### src/rtl/raw_pattern_gen.sv
//==============================================================================
// raw_pattern_gen
// Raw Bayer test-pattern source: frame timing (vsync/hsync/den) plus a
// selectable pattern mosaiced to one 8-bit raw sample per pixel.
// Startup: vsync rises V_BLANK*(H_ACTIVE+H_BLANK)+1 cycles after the cycle in
// which enable is first seen high in IDLE.
// Revision: 1.0 - initial release
//==============================================================================
`default_nettype none

module raw_pattern_gen #(
    parameter int H_ACTIVE = 512,
    parameter int V_ACTIVE = 512,
    parameter int H_BLANK  = 64,
    parameter int V_BLANK  = 4,
    parameter int BAYER    = 0,
    parameter int BAR_W    = 64
) (
    input  logic        clk,
    input  logic        reset_n,
    input  logic        enable,
    input  logic [1:0]  mode,
    input  logic [7:0]  gray,
    output logic        out_vsync,
    output logic        out_hsync,
    output logic        out_den,
    output logic [7:0]  out_raw,
    output logic        frame_done,
    output logic [15:0] frame_cnt
);

    localparam int LINE   = H_ACTIVE + H_BLANK;
    localparam int VB_CYC = V_BLANK * LINE;
    localparam int XW     = ($clog2(H_ACTIVE) > 10) ? $clog2(H_ACTIVE) : 10;
    localparam int YW     = ($clog2(V_ACTIVE) > 10) ? $clog2(V_ACTIVE) : 10;
    localparam int CW0    = $clog2(VB_CYC + 1);
    localparam int CW     = (CW0 > XW) ? CW0 : XW;
    localparam int BAR_SH = $clog2(BAR_W);

    typedef enum logic [1:0] {IDLE, VBLANK, HBLANK, ACTIVE} state_t;

    state_t         state_q, state_d;
    logic [CW-1:0]  cnt_q, cnt_d;      // position within the current state
    logic [YW-1:0]  y_q, y_d;
    logic [1:0]     mode_q, mode_d;    // frame-latched pattern selection
    logic [7:0]     gray_q, gray_d;
    logic [15:0]    fcnt_q, fcnt_d;
    logic           done_d;
    logic           vsync_q, hsync_q, done_q;
    logic [7:0]     raw_q, raw_d;

    logic [XW-1:0]  x_n;
    logic [XW-1:0]  bar_full;
    logic [2:0]     bar;
    logic [2:0]     rgb;
    logic [1:0]     site;
    logic           comp;

    // Next-state sequencing of frame/line timing and pixel value for the next cycle
    always_comb begin
        state_d  = state_q;
        cnt_d    = cnt_q;
        y_d      = y_q;
        mode_d   = mode_q;
        gray_d   = gray_q;
        fcnt_d   = fcnt_q;
        done_d   = 1'b0;
        raw_d    = 8'h00;
        x_n      = '0;
        bar_full = '0;
        bar      = 3'd0;
        rgb      = 3'b000;
        site     = 2'b00;
        comp     = 1'b0;

        case (state_q)
            IDLE: begin
                if (enable) begin
                    state_d = VBLANK;
                    cnt_d   = '0;
                end
            end
            VBLANK: begin
                if (cnt_q == CW'(VB_CYC - 1)) begin
                    cnt_d = '0;
                    if (enable) begin
                        state_d = HBLANK;
                        y_d     = '0;
                        mode_d  = mode;
                        gray_d  = gray;
                    end else begin
                        state_d = IDLE;
                    end
                end else begin
                    cnt_d = cnt_q + 1'b1;
                end
            end
            HBLANK: begin
                if (cnt_q == CW'(H_BLANK - 1)) begin
                    state_d = ACTIVE;
                    cnt_d   = '0;
                end else begin
                    cnt_d = cnt_q + 1'b1;
                end
            end
            ACTIVE: begin
                if (cnt_q == CW'(H_ACTIVE - 1)) begin
                    cnt_d = '0;
                    if (y_q == YW'(V_ACTIVE - 1)) begin
                        state_d = VBLANK;
                        done_d  = 1'b1;
                        fcnt_d  = fcnt_q + 16'd1;
                    end else begin
                        state_d = HBLANK;
                        y_d     = y_q + 1'b1;
                    end
                end else begin
                    cnt_d = cnt_q + 1'b1;
                end
            end
            default: state_d = IDLE;
        endcase

        // Pixel generation uses next-cycle coordinates so out_raw lands with den
        x_n      = cnt_d[XW-1:0];
        bar_full = x_n >> BAR_SH;
        bar      = (bar_full > XW'(7)) ? 3'd7 : bar_full[2:0];
        case (bar)
            3'd0:    rgb = 3'b111;   // white
            3'd1:    rgb = 3'b110;   // yellow
            3'd2:    rgb = 3'b011;   // cyan
            3'd3:    rgb = 3'b010;   // green
            3'd4:    rgb = 3'b101;   // magenta
            3'd5:    rgb = 3'b100;   // red
            3'd6:    rgb = 3'b001;   // blue
            default: rgb = 3'b000;   // black
        endcase
        // Every CFA phase is RGGB with x and/or y parity flipped
        site = {y_d[0], x_n[0]} ^ 2'(BAYER);
        case (site)
            2'b00:   comp = rgb[2];
            2'b11:   comp = rgb[0];
            default: comp = rgb[1];
        endcase

        if (state_d == ACTIVE) begin
            case (mode_d)
                2'd0:    raw_d = comp ? 8'hFF : 8'h00;
                2'd1:    raw_d = gray_d;
                2'd2:    raw_d = x_n[7:0] + y_d[7:0];
                default: raw_d = (x_n[3] ^ y_d[3]) ? 8'hFF : 8'h00;
            endcase
        end
    end

    // State, counters and registered outputs with asynchronous reset
    always_ff @(posedge clk or negedge reset_n) begin
        if (!reset_n) begin
            state_q <= IDLE;
            cnt_q   <= '0;
            y_q     <= '0;
            mode_q  <= 2'd0;
            gray_q  <= 8'h00;
            fcnt_q  <= 16'd0;
            vsync_q <= 1'b0;
            hsync_q <= 1'b0;
            done_q  <= 1'b0;
            raw_q   <= 8'h00;
        end else begin
            state_q <= state_d;
            cnt_q   <= cnt_d;
            y_q     <= y_d;
            mode_q  <= mode_d;
            gray_q  <= gray_d;
            fcnt_q  <= fcnt_d;
            vsync_q <= (state_d == HBLANK) || (state_d == ACTIVE);
            hsync_q <= (state_d == ACTIVE);
            done_q  <= done_d;
            raw_q   <= raw_d;
        end
    end

    assign out_vsync  = vsync_q;
    assign out_hsync  = hsync_q;
    assign out_den    = hsync_q;
    assign out_raw    = raw_q;
    assign frame_done = done_q;
    assign frame_cnt  = fcnt_q;

endmodule

`default_nettype wire

### config.mk
export PLATFORM = sky130hd
export DESIGN_NAME = raw_pattern_gen
export DESIGN_NICKNAME = d
export VERILOG_FILES = /design/src/rtl/raw_pattern_gen.sv
export SDC_FILE = /design/constraint.sdc
export NUM_CORES = 1
export LEC_CHECK = 0
export CORE_ASPECT_RATIO = 0.9
export CORE_MARGIN = 2
export CORE_UTILIZATION = 56
export DETAILED_ROUTE_END_ITERATION = 6
export GPL_ROUTABILITY_DRIVEN = 0
export PLACE_DENSITY = 0.8
export SLEW_MARGIN = 30
export SYNTH_ARGS = -nofsm -noshare
export SYNTH_HDL_FRONTEND = slang
export SYNTH_SLANG_ARGS = --single-unit
### constraint.sdc
create_clock -name clk -period 4.52 [get_ports clk]
set_clock_uncertainty 0.1 [all_clocks]
set_input_delay 0.904 -clock clk [delete_from_list [all_inputs] [get_ports clk]]
set_output_delay 0.904 -clock clk [all_outputs]
set_load 0.05 [all_outputs]
* Word level (Yosys, flattened, before mapping)
Cells that the tools add are included.
** Operators by class
- Reductions and logical operators :: 8
- Add/sub/neg operators :: 4
- Bitwise logic cells :: 1
- Magnitude comparators :: 1
- Eq/ne operators :: 23
- Mux-type cells :: 33
** Operators by type and width (count)
- 12-bit two-way mux :: 4
- 8-bit two-way mux :: 6
- 12-bit case mux with 4 select lines :: 1
- 10-bit two-way mux :: 4
- 8-bit case mux with 3 select lines :: 1
- 3-bit case mux with 7 select lines :: 1
- 10-bit case mux with 2 select lines :: 1
- 2-bit two-way mux :: 9
- 16-bit by 1-bit adder with 16-bit output, second input constant :: 1
- 12-bit by 1-bit adder with 12-bit output, second input constant :: 1
- 12-bit == test, second input constant :: 1
- 12-bit by 6-bit == test with 1-bit output, second input constant :: 1
- 12-bit by 9-bit == test with 1-bit output, second input constant :: 1
- 2-bit == test, second input constant :: 6
- 10-bit by 1-bit adder with 10-bit output, second input constant :: 1
- 10-bit by 9-bit == test with 1-bit output, second input constant :: 1
- 2-bit != test, second input constant :: 5
- 3-bit == test, second input constant :: 3
- 8-bit adder :: 1
- 2-bit case mux with 4 select lines :: 1
- 3-bit by 2-bit == test with 1-bit output, second input constant :: 2
- 2-bit logical NOT :: 3
- 5-bit AND reduction :: 1
- 2-bit by 1-bit == test with 1-bit output, second input constant :: 2
- other kinds (10) :: 12
** Word-level totals
- Logic and storage cells :: 82
- Input bits :: 13
- Flip-flop bits (word level) :: 61

* Longest topological paths before layout
- Depth in word-level cells :: 11
- Depth in mapped cells :: 19
- Gate-level depth less buffers :: 17

* Least setup slack after synthesis
No wires, ideal clock.
- Path type :: reg-to-reg
- From :: register state_q[1]
- To :: register raw_q[6] (netlist: out_raw[6])
- Stages on the path, launching flop included :: 19
- Path buffers :: 2
- Data arrival time :: 3.432 ns
- Data required time :: 4.287 ns
- Setup slack :: 0.855 ns
- Cell sequence :: dfrtp_1 > clkbuf_1 > nand2_1 > or4_4 > nand2b_1 > clkbuf_1 > nand3_1 > o21a_1 > inv_1 > ha_1 > inv_1 > fa_1 > nor2b_1 > o21a_1 > o21ai_0 > mux2i_1 > a31oi_1 > o22ai_1 > a21oi_1
** RTL lines
- start, declared :: line 42 : state_t state_q, state_d;
- start signal, assigned :: line 170 : state_q <= state_d;
- 2-bit == test or 2-bit by 1-bit == test with 1-bit output (tied branches) :: line 76 : case (state_q)
- 10-bit case mux with 2 select lines (*) :: line 76
- via y_d[0] :: line 44 : logic [YW-1:0] y_q, y_d;
- branches (longest 3 deep; another with 8-bit adder)
- 8-bit case mux with 3 select lines (*) :: line 147 : case (mode_d)
- 8-bit two-way mux (*) :: line 146 : if (state_d == ACTIVE) begin
- via raw_d[6] :: line 50 : logic [7:0] raw_q, raw_d;
- end signal, assigned :: line 179 : raw_q <= raw_d;
- end, declared :: line 50
Mark *: on every way through the listed nets, which the timed path passes.
A chain may end at the register's enable or synchronous reset.

* Worst setup path in the final report
- From :: register cnt_q[0]
- To :: register raw_q[6] (netlist: out_raw[6])
** RTL lines
- start, declared :: line 43 : logic [CW-1:0] cnt_q, cnt_d;
- start signal, assigned :: line 171 : cnt_q <= cnt_d;
- 12-bit by 9-bit == test with 1-bit output or 12-bit == test (tied branches) :: line 107, 84
- 10-bit two-way mux (on tied branches) :: line 107, 84
- 10-bit case mux with 2 select lines (*) :: line 76
- via y_d[2] :: line 44
- 8-bit adder (*) :: line 150 : 2'd2: raw_d = x_n[7:0] + y_d[7:0];
- 8-bit case mux with 3 select lines (*) :: line 147
- 8-bit two-way mux (*) :: line 146
- via raw_d[6] :: line 50
Mark *: on every way through the listed nets, which the timed path passes. The rest lies on a longest branch. The select of a mux whose other input is x is not followed.

==> impl_metrics.json <==
{
  "crit_type": "reg2reg",
  "setup_viol": 0,
  "via_count": 2704,
  "fin_nets": 422,
  "clock_power_share_pct": 38.3,
  "p_sw_mw": 0.449,
  "synth.distinct_cells": 56,
  "synthCells": 354,
  "htree_levels": 3,
  "place_area_um2": 3790,
  "synthAdderAreaFrac_pct": 4.73,
  "track_usage_pct": 24.2,
  "grt_overflow": 0,
  "hold_buffers": 0,
  "muxShareOfSynthArea_pct": 2.21,
  "min_period_over_period_pct": 87.5,
  "final_cell_mix": "dfrtp_1, nand2_1, clkdlybuf4s50_1",
  "synth_flop_cell": "dfrtp_1",
  "vdd_drop_max_mv": 0.321,
  "tns_ns": 0,
  "ctsResizeCount": 0,
  "synthesis.area_um2": 3340,
  "synth_top_family_by_area": "simple AND/OR/NAND/NOR gates",
  "dr.first_iter.drc_count": 152,
  "num_rows": 26,
  "hpwl_um": 5190,
  "core_um2": 5730,
  "min_period_ns": 3.96,
  "finalWirelength_um": 7230,
  "rsz0062_at_grt": "no",
  "clk_pin_slew_ns": 0.07,
  "finalHoldViolations": 0,
  "clk_latency_ns": 0.34,
  "die_h_um": 77.2,
  "grt_pass1_vias": 2602,
  "grt_max_degree": 61,
  "p_leak_nw": 1.89,
  "cts-root-buf": "clkbuf_8",
  "syn_avg_cell_area_um2": 9.42,
  "yosysWarnings": 0,
  "drc": 0,
  "nFillCells": 436,
  "worstSetupEndpointType": "flip-flop",
  "die_w_um": 85.4,
  "p_int_mw": 1.11,
  "seq_power_share_pct": 38.1,
  "drtAntennaViolNets": 0,
  "hold_class": "reg2reg",
  "synthToLayoutAreaGrowth_pct": 21.2,
  "max_freq_mhz": 253,
  "p_per_area_nw_per_um2": 386,
  "whs_ns": 0.368,
  "async_reset_ff_share_pct": 100,
  "wl_per_cell_um": 15.3,
  "critical_path_arrival_ns": 4.07,
  "finalMaxSlewViolations": 0,
  "final_util_pct": 70.6,
  "critPathLaunchType": "flip-flop",
  "cts.sinks": 60,
  "synth-xor-area-share_pct": 6.23,
  "n_antenna_cell": 0,
  "synth-compound-area-share_pct": 12.8,
  "synth-simple-area-share_pct": 25.0,
  "synth_edf_count": 0,
  "max_cap_violations": 0,
  "cts.path.max_buffers": 2,
  "cp.required_ns": 4.63,
  "syn_nets": 379,
  "comb_power_share_pct": 23.5,
  "seq_area_frac_synth_pct": 45.0,
  "post_cts_buffers": 0,
  "final_design_area_no_fill_um2": 4040,
  "critical_path.max_fanout": 7,
  "cpMaxStageDelayCell": "or3_1",
  "antenna_found_initial": 0,
  "viasPerCell": 5.73,
  "relSlewSlack_pct": 50.5,
  "die-area_um2": 6590,
  "ios": 41,
  "grt_pass1_wl_um": 12400,
  "drive_above_1_share_pct": 9.20,
  "worst_pin_slew_ns": 0.743,
  "outcome": "finished clean",
  "start_util_pct": 58.3,
  "synth-seq-cells": 60,
  "switching_share_pct": 28.8,
  "final_common_cell": "dfrtp_1",
  "cp_cell_sequence": "ha_1 > and4_1 > nand2_1 > or3_1 > nor2b_1 > nand2_1 > xor2_1 > nor2_1 > ha_1 > nor2b_1 > o21a_1 > o21ai_0 > mux2i_1 > a31oi_1 > o22ai_1 > a21oi_1",
  "first_pass_iters": 4,
  "cts_tree": "yes",
  "cts_buffers": 9,
  "io_buffer_count": 40,
  "max_stage_delay_ns": 0.45
}
==> synthesized netlist by cell type (6+ instances only) <==
cell / n / area share, %
dfrtp_1: 60 / 45
nand2_1: 40 / 4.5
nor2_1: 26 / 2.9
inv_1: 19 / 2.1
nand3_1: 18 / 2.7
o21ai_0: 18 / 2.7
xor2_1: 13 / 3.4
a21oi_1: 12 / 1.8
ha_1: 11 / 4.1
clkbuf_1: 9 / 1.0
nor2b_1: 8 / 1.5
or3_1: 8 / 1.5
xnor2_1: 8 / 2.1
and3_1: 7 / 1.3
nand4_1: 7 / 1.3
a31oi_1: 6 / 1.1
o31ai_1: 6 / 1.4
==> stage by stage <==
step                      setup WS [ns]  std cells  power (mW)
final                             0.564        472        1.56
after global routing              0.151        472        1.65
after CTS                         0.580        472        1.57
after detailed placement          0.582        456       0.968
after global placement            0.645        456       0.955
after floorplan                   0.855        354       0.861
==> kinds of logic (layout without fill, tap and decap cells) <==
group	count (synthesis)	count (layout)
muxes	7	7
DFF	60	60
and+or+nand+nor	153	153
xor gates and xnor gates	22	22
AOI/OAI and AO/OA	68	68
buffers and inverters	32	80
adders and majority gates	12	12
==> layout make-up <==
class | count | area, µm² | area share, %
well taps | 70 | 87.6 | 2.17
inverters | 19 | 71.3 | 1.76
multi-input cells | 262 | 1700 | 42.0
repair buffers | 45 | 433 | 10.7
clock inverters | 4 | 95.1 | 2.35
flip-flops and latches | 60 | 1500 | 37.1
clock buffers | 12 | 155 | 3.84
==> power groups by stage <==
stage / Clock, mW / Combinational [mW] / Sequential, mW
3_5_place_dp: 0 / 0.364 / 0.604
3_3_place_gp: 0 / 0.352 / 0.603
4_1_cts: 0.614 / 0.366 / 0.594
6_report: 0.598 / 0.367 / 0.595
2_1_floorplan: 0 / 0.272 / 0.589
5_1_grt: 0.636 / 0.410 / 0.601
==> critical path: cells and delay by family, from the launching register on <==
kind            cells  cell delay (ns)
compound gates      5             0.75
xor+xnor            1             0.15
fa+ha+maj           2             0.57
flops               1             0.40
mux                 1             0.22
simple gates        7             1.64
==> sequential cells by signal, summed over array words and instances, names as in the netlist <==
signal,flops
out_raw,8
frame_done,1
mode_q,2
cnt_q,12
out_den,1
state_q,2
y_q,10
frame_cnt,16
gray_q,8
==> routing by layer <==
layer | track usage, % | vias to the layer above | routed length [µm]
met1 | 31.3 | 1280 | 3240
met2 | 37.3 | 83 | 3430
met5 | 0 | - | 0
met4 | 10.5 | 0 | 157
met3 | 7.64 | 11 | 396
li1 | - | 1330 | -
==> final timing paths <==
check / from / to / cells after the start / slack [ns]
worst max-delay path: cnt_q[0] / out_raw[6] / 16 / 0.56
worst min-delay path: gray_q[4] / gray_q[4] / 2 / 0.37
worst max register to register: cnt_q[0] / out_raw[6] / 16 / 0.56
worst min register to register: gray_q[4] / gray_q[4] / 2 / 0.37
max in group asynchronous: reset_n / gray_q[4] / 2 / 3.22
min in group asynchronous: reset_n / frame_cnt[0] / 2 / 0.62
No activity file was read; power rests on OpenSTA's default activity.
